$ cat config.mk
export PLATFORM = sky130hd
export DESIGN_NAME = lsu_dmem
export DESIGN_NICKNAME = d
export VERILOG_FILES = /design/src/rtl/lsu_dmem_pkg.sv /design/src/rtl/lsu_dmem_align.sv /design/src/rtl/lsu_dmem.sv
export SDC_FILE = /design/constraint.sdc
export NUM_CORES = 1
export LEC_CHECK = 0
export CORE_MARGIN = 4
export CORE_UTILIZATION = 54
export CTS_BUF_LIST = sky130_fd_sc_hd__clkbuf_2 sky130_fd_sc_hd__clkbuf_4 sky130_fd_sc_hd__clkbuf_8
export DETAILED_ROUTE_END_ITERATION = 6
export PLACE_DENSITY = 0.86
export RECOVER_POWER = 100
export SLEW_MARGIN = 20
export SYNTH_ARGS = -nofsm -noshare
export SYNTH_HDL_FRONTEND = slang
export SYNTH_SLANG_ARGS = --single-unit
$ cat constraint.sdc
create_clock -name clk_i -period 13.22 [get_ports clk_i]
set_clock_uncertainty 0.1 [all_clocks]
set_input_delay 1.322 -clock clk_i [delete_from_list [all_inputs] [get_ports clk_i]]
set_output_delay 1.322 -clock clk_i [all_outputs]
set_load 0.02 [all_outputs]
$ cat src/rtl/lsu_dmem_pkg.sv
// Shared encodings for the load/store unit: dmem_mask fields and FSM states.
package lsu_dmem_pkg;

    // dmem_mask[1:0] access size
    localparam logic [1:0] MASK_WORD = 2'b00;
    localparam logic [1:0] MASK_HALF = 2'b01;
    localparam logic [1:0] MASK_BYTE = 2'b10;

    // dmem_mask bit that selects sign extension on loads
    localparam int unsigned MASK_SEXT = 2;

    typedef enum logic [1:0] {
        LSU_IDLE = 2'd0,
        LSU_REQ  = 2'd1,
        LSU_WAIT = 2'd2,
        LSU_DONE = 2'd3
    } lsu_state_e;

endpackage

$ cat src/rtl/lsu_dmem_align.sv
// Lane logic for the LSU: byte enables, write-data replication,
// read-data alignment/extension and misalignment detection.
module lsu_align
    import lsu_dmem_pkg::*;
(
    input  logic [2:0]  mask_i,
    input  logic [1:0]  addr_lo_i,
    input  logic [31:0] wdata_i,
    input  logic [31:0] rdata_i,
    output logic [3:0]  be_o,
    output logic [31:0] wdata_o,
    output logic [31:0] rdata_o,
    output logic        misalign_o
);

    logic [31:0] shifted;
    logic        sext;

    assign sext    = mask_i[MASK_SEXT];
    assign shifted = rdata_i >> {addr_lo_i, 3'b000};

    // Decode access size into lanes, replicated store data and extended load data.
    always_comb begin
        // NOTE: every output gets a default first so no path through the case infers a latch.
        be_o       = 4'b1111;
        wdata_o    = wdata_i;
        rdata_o    = rdata_i;
        misalign_o = 1'b0;
        case (mask_i[1:0])
            MASK_HALF: begin
                be_o       = addr_lo_i[1] ? 4'b1100 : 4'b0011;
                wdata_o    = {2{wdata_i[15:0]}};
                rdata_o    = {{16{sext & shifted[15]}}, shifted[15:0]};
                misalign_o = addr_lo_i[0];
            end
            MASK_BYTE: begin
                be_o    = 4'b0001 << addr_lo_i;
                wdata_o = {4{wdata_i[7:0]}};
                rdata_o = {{24{sext & shifted[7]}}, shifted[7:0]};
            end
            default: begin
                // Word (and the unused 2'b11 code) passes through unchanged.
                misalign_o = (addr_lo_i != 2'b00);
            end
        endcase
    end

endmodule

$ cat src/rtl/lsu_dmem.sv
// Load/store unit: turns a decoded load/store into a req/gnt/rvalid
// transaction on the data-memory bus and stalls the core until it finishes.
module lsu_dmem
    import lsu_dmem_pkg::*;
#(
    parameter int unsigned TIMEOUT = 255
) (
    input  logic        clk_i,
    input  logic        rst_i,
    input  logic        load_i,
    input  logic        store_i,
    input  logic [2:0]  mask_i,
    input  logic [31:0] addr_i,
    input  logic [31:0] wdata_i,
    output logic        stall_o,
    output logic        done_o,
    output logic [31:0] rdata_o,
    output logic        misalign_o,
    output logic        err_o,
    output logic        bus_req_o,
    output logic        bus_we_o,
    output logic [3:0]  bus_be_o,
    output logic [31:0] bus_addr_o,
    output logic [31:0] bus_wdata_o,
    input  logic        bus_gnt_i,
    input  logic        bus_rvalid_i,
    input  logic [31:0] bus_rdata_i
);

    lsu_state_e  state_q, state_d;

    logic [1:0]  addr_lo_q;
    logic [2:0]  mask_q;
    logic        we_q;
    logic        err_q;
    logic        misalign_q;
    logic [31:0] rdata_q;
    logic [31:0] cnt_q;

    logic        bus_req_q;
    logic        bus_we_q;
    logic [3:0]  bus_be_q;
    logic [31:0] bus_addr_q;
    logic [31:0] bus_wdata_q;

    logic        idle;
    logic        accept;
    logic        timeout_hit;
    logic [2:0]  al_mask;
    logic [1:0]  al_addr_lo;
    logic [3:0]  al_be;
    logic [31:0] al_wdata;
    logic [31:0] al_rdata;
    logic        al_misalign;

    assign idle   = (state_q == LSU_IDLE);
    assign accept = idle && (load_i || store_i);

    // The counter value on the last allowed REQ/WAIT cycle is TIMEOUT-1.
    assign timeout_hit = (TIMEOUT != 0)
                      && ((state_q == LSU_REQ) || (state_q == LSU_WAIT))
                      && (cnt_q == 32'(TIMEOUT - 1));

    // In IDLE the lane logic sees the live instruction (lanes for the request);
    // afterwards it sees the captured mask/offset (extension of the response).
    assign al_mask    = idle ? mask_i      : mask_q;
    assign al_addr_lo = idle ? addr_i[1:0] : addr_lo_q;

    lsu_align u_align (
        .mask_i     (al_mask),
        .addr_lo_i  (al_addr_lo),
        .wdata_i    (wdata_i),
        .rdata_i    (rdata_q),
        .be_o       (al_be),
        .wdata_o    (al_wdata),
        .rdata_o    (al_rdata),
        .misalign_o (al_misalign)
    );

    // State register.
    always_ff @(posedge clk_i or posedge rst_i) begin
        if (rst_i) begin
            state_q <= LSU_IDLE;
        end else begin
            // NOTE: sequential state uses non-blocking assignment so every flop samples pre-edge values.
            state_q <= state_d;
        end
    end

    // Next-state logic; a timeout overrides a same-cycle grant or response.
    always_comb begin
        state_d = state_q;
        unique case (state_q)
            LSU_IDLE: if (accept) state_d = al_misalign ? LSU_DONE : LSU_REQ;
            LSU_REQ: begin
                if (timeout_hit)    state_d = LSU_DONE;
                else if (bus_gnt_i) state_d = LSU_WAIT;
            end
            LSU_WAIT: begin
                if (timeout_hit)       state_d = LSU_DONE;
                else if (bus_rvalid_i) state_d = LSU_DONE;
            end
            LSU_DONE: state_d = LSU_IDLE;
            default:  state_d = LSU_IDLE;
        endcase
    end

    // Core-facing outputs; result fields read zero outside DONE.
    always_comb begin
        stall_o    = accept || (state_q == LSU_REQ) || (state_q == LSU_WAIT);
        done_o     = (state_q == LSU_DONE);
        err_o      = done_o && err_q;
        misalign_o = done_o && misalign_q;
        rdata_o    = (done_o && !we_q && !err_q && !misalign_q) ? al_rdata : 32'h0;
    end

    // Transaction registers, timeout counter and registered bus outputs.
    always_ff @(posedge clk_i or posedge rst_i) begin
        if (rst_i) begin
            // NOTE: all control and data registers are reset so a mid-transaction reset drops everything.
            addr_lo_q   <= 2'b00;
            mask_q      <= 3'b000;
            we_q        <= 1'b0;
            err_q       <= 1'b0;
            misalign_q  <= 1'b0;
            rdata_q     <= 32'h0;
            cnt_q       <= 32'h0;
            bus_req_q   <= 1'b0;
            bus_we_q    <= 1'b0;
            bus_be_q    <= 4'b0000;
            bus_addr_q  <= 32'h0;
            bus_wdata_q <= 32'h0;
        end else begin
            if (idle) begin
                cnt_q <= 32'h0;
            end else if ((state_q == LSU_REQ) || (state_q == LSU_WAIT)) begin
                cnt_q <= cnt_q + 32'd1;
            end

            if (accept) begin
                addr_lo_q  <= addr_i[1:0];
                mask_q     <= mask_i;
                we_q       <= store_i;
                err_q      <= 1'b0;
                misalign_q <= al_misalign;
                rdata_q    <= 32'h0;
            end else if (timeout_hit) begin
                err_q   <= 1'b1;
                rdata_q <= 32'h0;
            end else if ((state_q == LSU_WAIT) && bus_rvalid_i) begin
                rdata_q <= bus_rdata_i;
            end

            bus_req_q <= (state_d == LSU_REQ);

            if (accept && !al_misalign) begin
                bus_we_q    <= store_i;
                bus_be_q    <= al_be;
                bus_addr_q  <= {addr_i[31:2], 2'b00};
                bus_wdata_q <= al_wdata;
            end else if (state_d == LSU_DONE) begin
                bus_we_q    <= 1'b0;
                bus_be_q    <= 4'b0000;
                bus_addr_q  <= 32'h0;
                bus_wdata_q <= 32'h0;
            end
        end
    end

    assign bus_req_o   = bus_req_q;
    assign bus_we_o    = bus_we_q;
    assign bus_be_o    = bus_be_q;
    assign bus_addr_o  = bus_addr_q;
    assign bus_wdata_o = bus_wdata_q;

endmodule

==> results <==
- The number of enable flip-flop cells after synthesis is 0.
- Of the total power, registers draw 29.5%.
- The count of antenna-violating nets left after detailed routing is 0.
- For this run the aggregate overflow at the end of global routing stands at 0.
- The average footprint of a synthesized cell is 8.666 um^2.
- The routed layout has 7104 vias.
- The die width is 125.8 um.
- The final count of pins violating max slew is 281.
- In the post-synthesis netlist, the biggest area contributors are sky130_fd_sc_hd__dfrtp_1 (47%), sky130_fd_sc_hd__nand2_1 (11%), sky130_fd_sc_hd__a21oi_1 (6.6%), sky130_fd_sc_hd__nor2_1 (3.1%), sky130_fd_sc_hd__xor2_1 (2.2%).
- The internal power is 1.185 mW.
- The largest individual stage delay along the critical path comes from the cell sky130_fd_sc_hd__inv_1.
- The critical path is of the primary input to output pin type.
- The sink count of the clock tree is 142.
- The synthesized netlist occupies a cell area of 7496 um^2.
- The flop-to-flop setup slack is 7480 ps.
- The max capacitance violation total is 4.
- The Yosys step of the flow raised 0 warnings.
- STA classifies the critical path startpoint as a primary input.
- The final reports fail on capacitance limit, slew limit.
- For this run, design rule violations remaining after detail routing come to 0.
- In this run, the combinational gates consume 55.0% of the power.
- After floorplanning, the core was sized to cover 13400 um^2.
- The number of input and output port buffers inserted is 208.
- The critical path arrival is 5870 ps.
- The number of antenna violations at the first check in global routing is 1.
- For this run, asynchronously set or reset flops after synthesis account for 100.0%.
- IR analysis of the VDD net gives a maximum drop of 0.0001715 V.
- The congestion estimate from routability-driven global placement came to 0.9475.
- The run finished, with violations left.
- The number of cells produced by synthesis is 865.
- For this design the total switching power over the nets is 1.041 mW.
- The critical path goes through dlygate4sd3_1 -> mux2_1 -> ha_1 -> inv_1 -> o21ai_0 -> o221a_2 -> dlygate4sd3_1.
- The share of total power consumed by net switching is 46.77%.
- The detailed router's first-iteration violation count is 701.
- The per-cell via count in the routed design is 5.780.
- In the final design database the tool counted 1153 nets.
- By count the netlist is led by sky130_fd_sc_hd__nand2_1 (216), sky130_fd_sc_hd__dfrtp_1 (142), sky130_fd_sc_hd__a21oi_1 (99), sky130_fd_sc_hd__nor2_1 (62), sky130_fd_sc_hd__clkbuf_1 (37).
- The clock tree buffer depth is 2.
- 211 I/O pins were placed.
- The setup TNS after final layout is 0 ps.
- The clock-pin slew of the registers on the worst-case setup and hold paths is 80 ps.
- In this run, the clock network consumes 15.4% of the power.
- The average wire length per cell after detail routing is 17.72 um.
- Setup repair after global routing left no endpoint under its margin.
- The biggest fanout along the worst timing path is 45.
- In this design, the stage delay of the slowest critical-path cell is 1120 ps.
- The detailed route wirelength on metal2 is 10290 um.
- The final-report setup violation count is 0.
- The number of resized instances in the post-cts repair step is 0.
- Of the total synthesized cell area, the portion taken by AND, OR, NAND and NOR gates is 23.20%.
- By area, the combinational part of the netlist is dominated by simple AND/OR/NAND/NOR gates.
- The number of buffers added for setup after CTS is 0.
- The clock reaches the later pin of the worst-skew pair after 460 ps.
- The proportion of netlist area held by the largest area contributor is 47.40%.
- The detailed-routed wire length on met3 is 1617 um.
- The overall power after layout is 2.226 mW.
- The post-synthesis share of cell area spent on full adders, half adders and majority gates is 1.502%.
- After Yosys synthesis, XOR and XNOR cells account for 2.921% of the synthesized area.
- The final design area excluding fillers is 9933 um^2.
- The highest achievable clock rate is 0.1372 GHz.
- The portion of the clock cycle consumed by the worst path in the final layout is 55.14%.
- At the pin with the least slew margin, the transition time is 3406 ps.
- Wires add up to 21780 um.
- After floorplanning, the core was divided into 42 placement rows.
- In this run, CTS created clock tree buffers numbering 17.
- The library cell appearing most often on the critical path is sky130_fd_sc_hd__dlygate4sd3_1.
- The first global-routing pass estimated 35090 um of wire.
- TritonCTS built the clock tree.
- The power density over cell area is 224.1 nW/um^2.
- Headroom to the max-slew limit came out at -127.1%.
- The smallest clock period supported by the final layout is computed as 7289 ps.
- The number of global-route vias before repair came to 6751.
- The required time of the critical path is 11800 ps.
- In this run the worst hold path is classified as flop to flop.
- The HPWL reported at the end of detailed placement is 15090 um.
- Among all cell types in the netlist, the one instantiated most often is sky130_fd_sc_hd__nand2_1.
- The highest metal layer with signal wires is met4.
- The number of hold violations in the final report is 0.
- The netlist uses 63 different library cells.
- The effective utilization at floorplan is 55.94%.
- The H-tree was split into 4 levels.
- Entering global routing, the biggest net connects 80 pins.
- STA classifies the critical path endpoint as an output pin.
- The post-synthesis compound-gate area fraction is 18.59%.
- The sequential share of the synthesized area is 47.40%.
- The biggest area consumer among synthesized cells is sky130_fd_sc_hd__dfrtp_1.
- The length of routed wiring on met1 is 9204 um.
- The leading register cell type out of synthesis is sky130_fd_sc_hd__dfrtp_1.
- Cells with a size suffix above 1 make up 5.989% of the layout.
- For this run, the detailed router's first-pass iteration total came to 5.
- Of the post-synthesis cell area, the part taken by muxes is 1.285%.
- Summing all placed instances gives a cell area of 9577 um^2.
- In this run the static leakage power is 4.439 nW.
- The die covers 15830 um^2.
- The post-synthesis to final-layout area growth is 32.52%.
- The floorplan step set the die height to 125.8 um.
- The total routing usage reported by global routing is 27.17%.
- The register bit total from synthesis is 142.
- The root buffer selected by CTS is sky130_fd_sc_hd__clkbuf_8.
- Buffers inserted to repair hold after CTS numbered 0.
-- power by group through the flow --
stage	registers, mW	logic [mW]	clock network (mW)
2_1_floorplan	0.715	0.810	0
3_3_place_gp	0.662	1.21	0
3_5_place_dp	0.665	1.24	0
4_1_cts	0.657	1.25	0.348
5_1_grt	0.673	1.34	0.367
6_report	0.658	1.23	0.343
-- layer usage --
layer | up-vias | global-route usage, %
met5 | - | 0
met1 | 3368 | 36.03
li1 | 3361 | -
met3 | 54 | 6.859
met2 | 321 | 43.68
met4 | 0 | 9.779
-- cells by family (layout without fill, tap and decap cells) --
family,Yosys count,in the layout
adders and majority gates,9,9
xor gates and xnor gates,25,25
and+or+nand+nor,387,387
AOI/OAI and AO/OA,214,214
other,1,3
buffers and inverters,79,265
DFF,142,142
muxes,8,8
-- cell usage in the layout, fill, tap and decap left out, types with 9 or more instances in the layout --
cell                              count
sky130_fd_sc_hd__nand2_1            217
sky130_fd_sc_hd__dfrtp_1            142
sky130_fd_sc_hd__clkdlybuf4s50_1    107
sky130_fd_sc_hd__dlygate4sd3_1      101
sky130_fd_sc_hd__a21oi_1             99
sky130_fd_sc_hd__nor2_1              62
sky130_fd_sc_hd__o21ai_0             31
sky130_fd_sc_hd__nor3_1              23
sky130_fd_sc_hd__clkbuf_8            21
sky130_fd_sc_hd__xor2_1              19
sky130_fd_sc_hd__nand3_1             18
sky130_fd_sc_hd__o211ai_1            17
sky130_fd_sc_hd__a2bb2oi_1           16
sky130_fd_sc_hd__inv_1               15
sky130_fd_sc_hd__and3_1              12
sky130_fd_sc_hd__nand4_1             12
sky130_fd_sc_hd__ha_1                 9
-- stage by stage --
stage / setup WS [ps] / std cells / util (%) / hold WS (ps)
after floorplan: 7988 / 866 / - / 341.7
after global placement: 7095 / 1196 / 71.47 / 359.6
after detailed placement: 7052 / 1196 / 71.47 / 372.7
after CTS: 7037 / 1228 / 74.42 / 391.4
after global routing: 5420 / 1229 / 74.13 / 434.1
final: 5931 / 1229 / 74.13 / 386.7
-- registers in the layout, summed over array words and instances (netlist names) --
name	flops
err_q	1
bus_req_o	1
bus_we_o	1
bus_be_o	4
we_q	1
rdata_q	32
mask_q	3
addr_lo_q	2
cnt_q	32
state_q	2
bus_wdata_o	32
misalign_q	1
bus_addr_o	30
-- critical path: cells and delay by family --
| kind | cells | cell delay [ps] |
|---|---|---|
| AOI/OAI and AO/OA | 2 | 1250 |
| adders and majority gates | 1 | 630 |
| buffers and inverters | 3 | 2320 |
| muxes | 1 | 330 |
-- cell type report --
type / instances / area (um^2)
repair buffers: 217 / 2127
well taps: 176 / 220.2
clock buffers: 21 / 289.0
multi-input cells: 645 / 3573
clock inverters: 11 / 106.4
inverters: 16 / 61.31
fillers: 1026 / 3467
flip-flops and latches: 142 / 3553
diodes: 1 / 2.502
-- final timing paths --
kind                       startpoint             to  cells past startpoint
max in group asynchronous       rst_i     rdata_q[3]                      3
max reg2reg                state_q[0]    bus_be_o[0]                      9
min                         mask_q[1]      mask_q[1]                      2
min in group asynchronous       rst_i  bus_addr_o[7]                      2
min reg2reg                 mask_q[1]      mask_q[1]                      2
max                         mask_i[1]    rdata_o[14]                      7
Note: power is estimated with default switching activity, not from simulation.
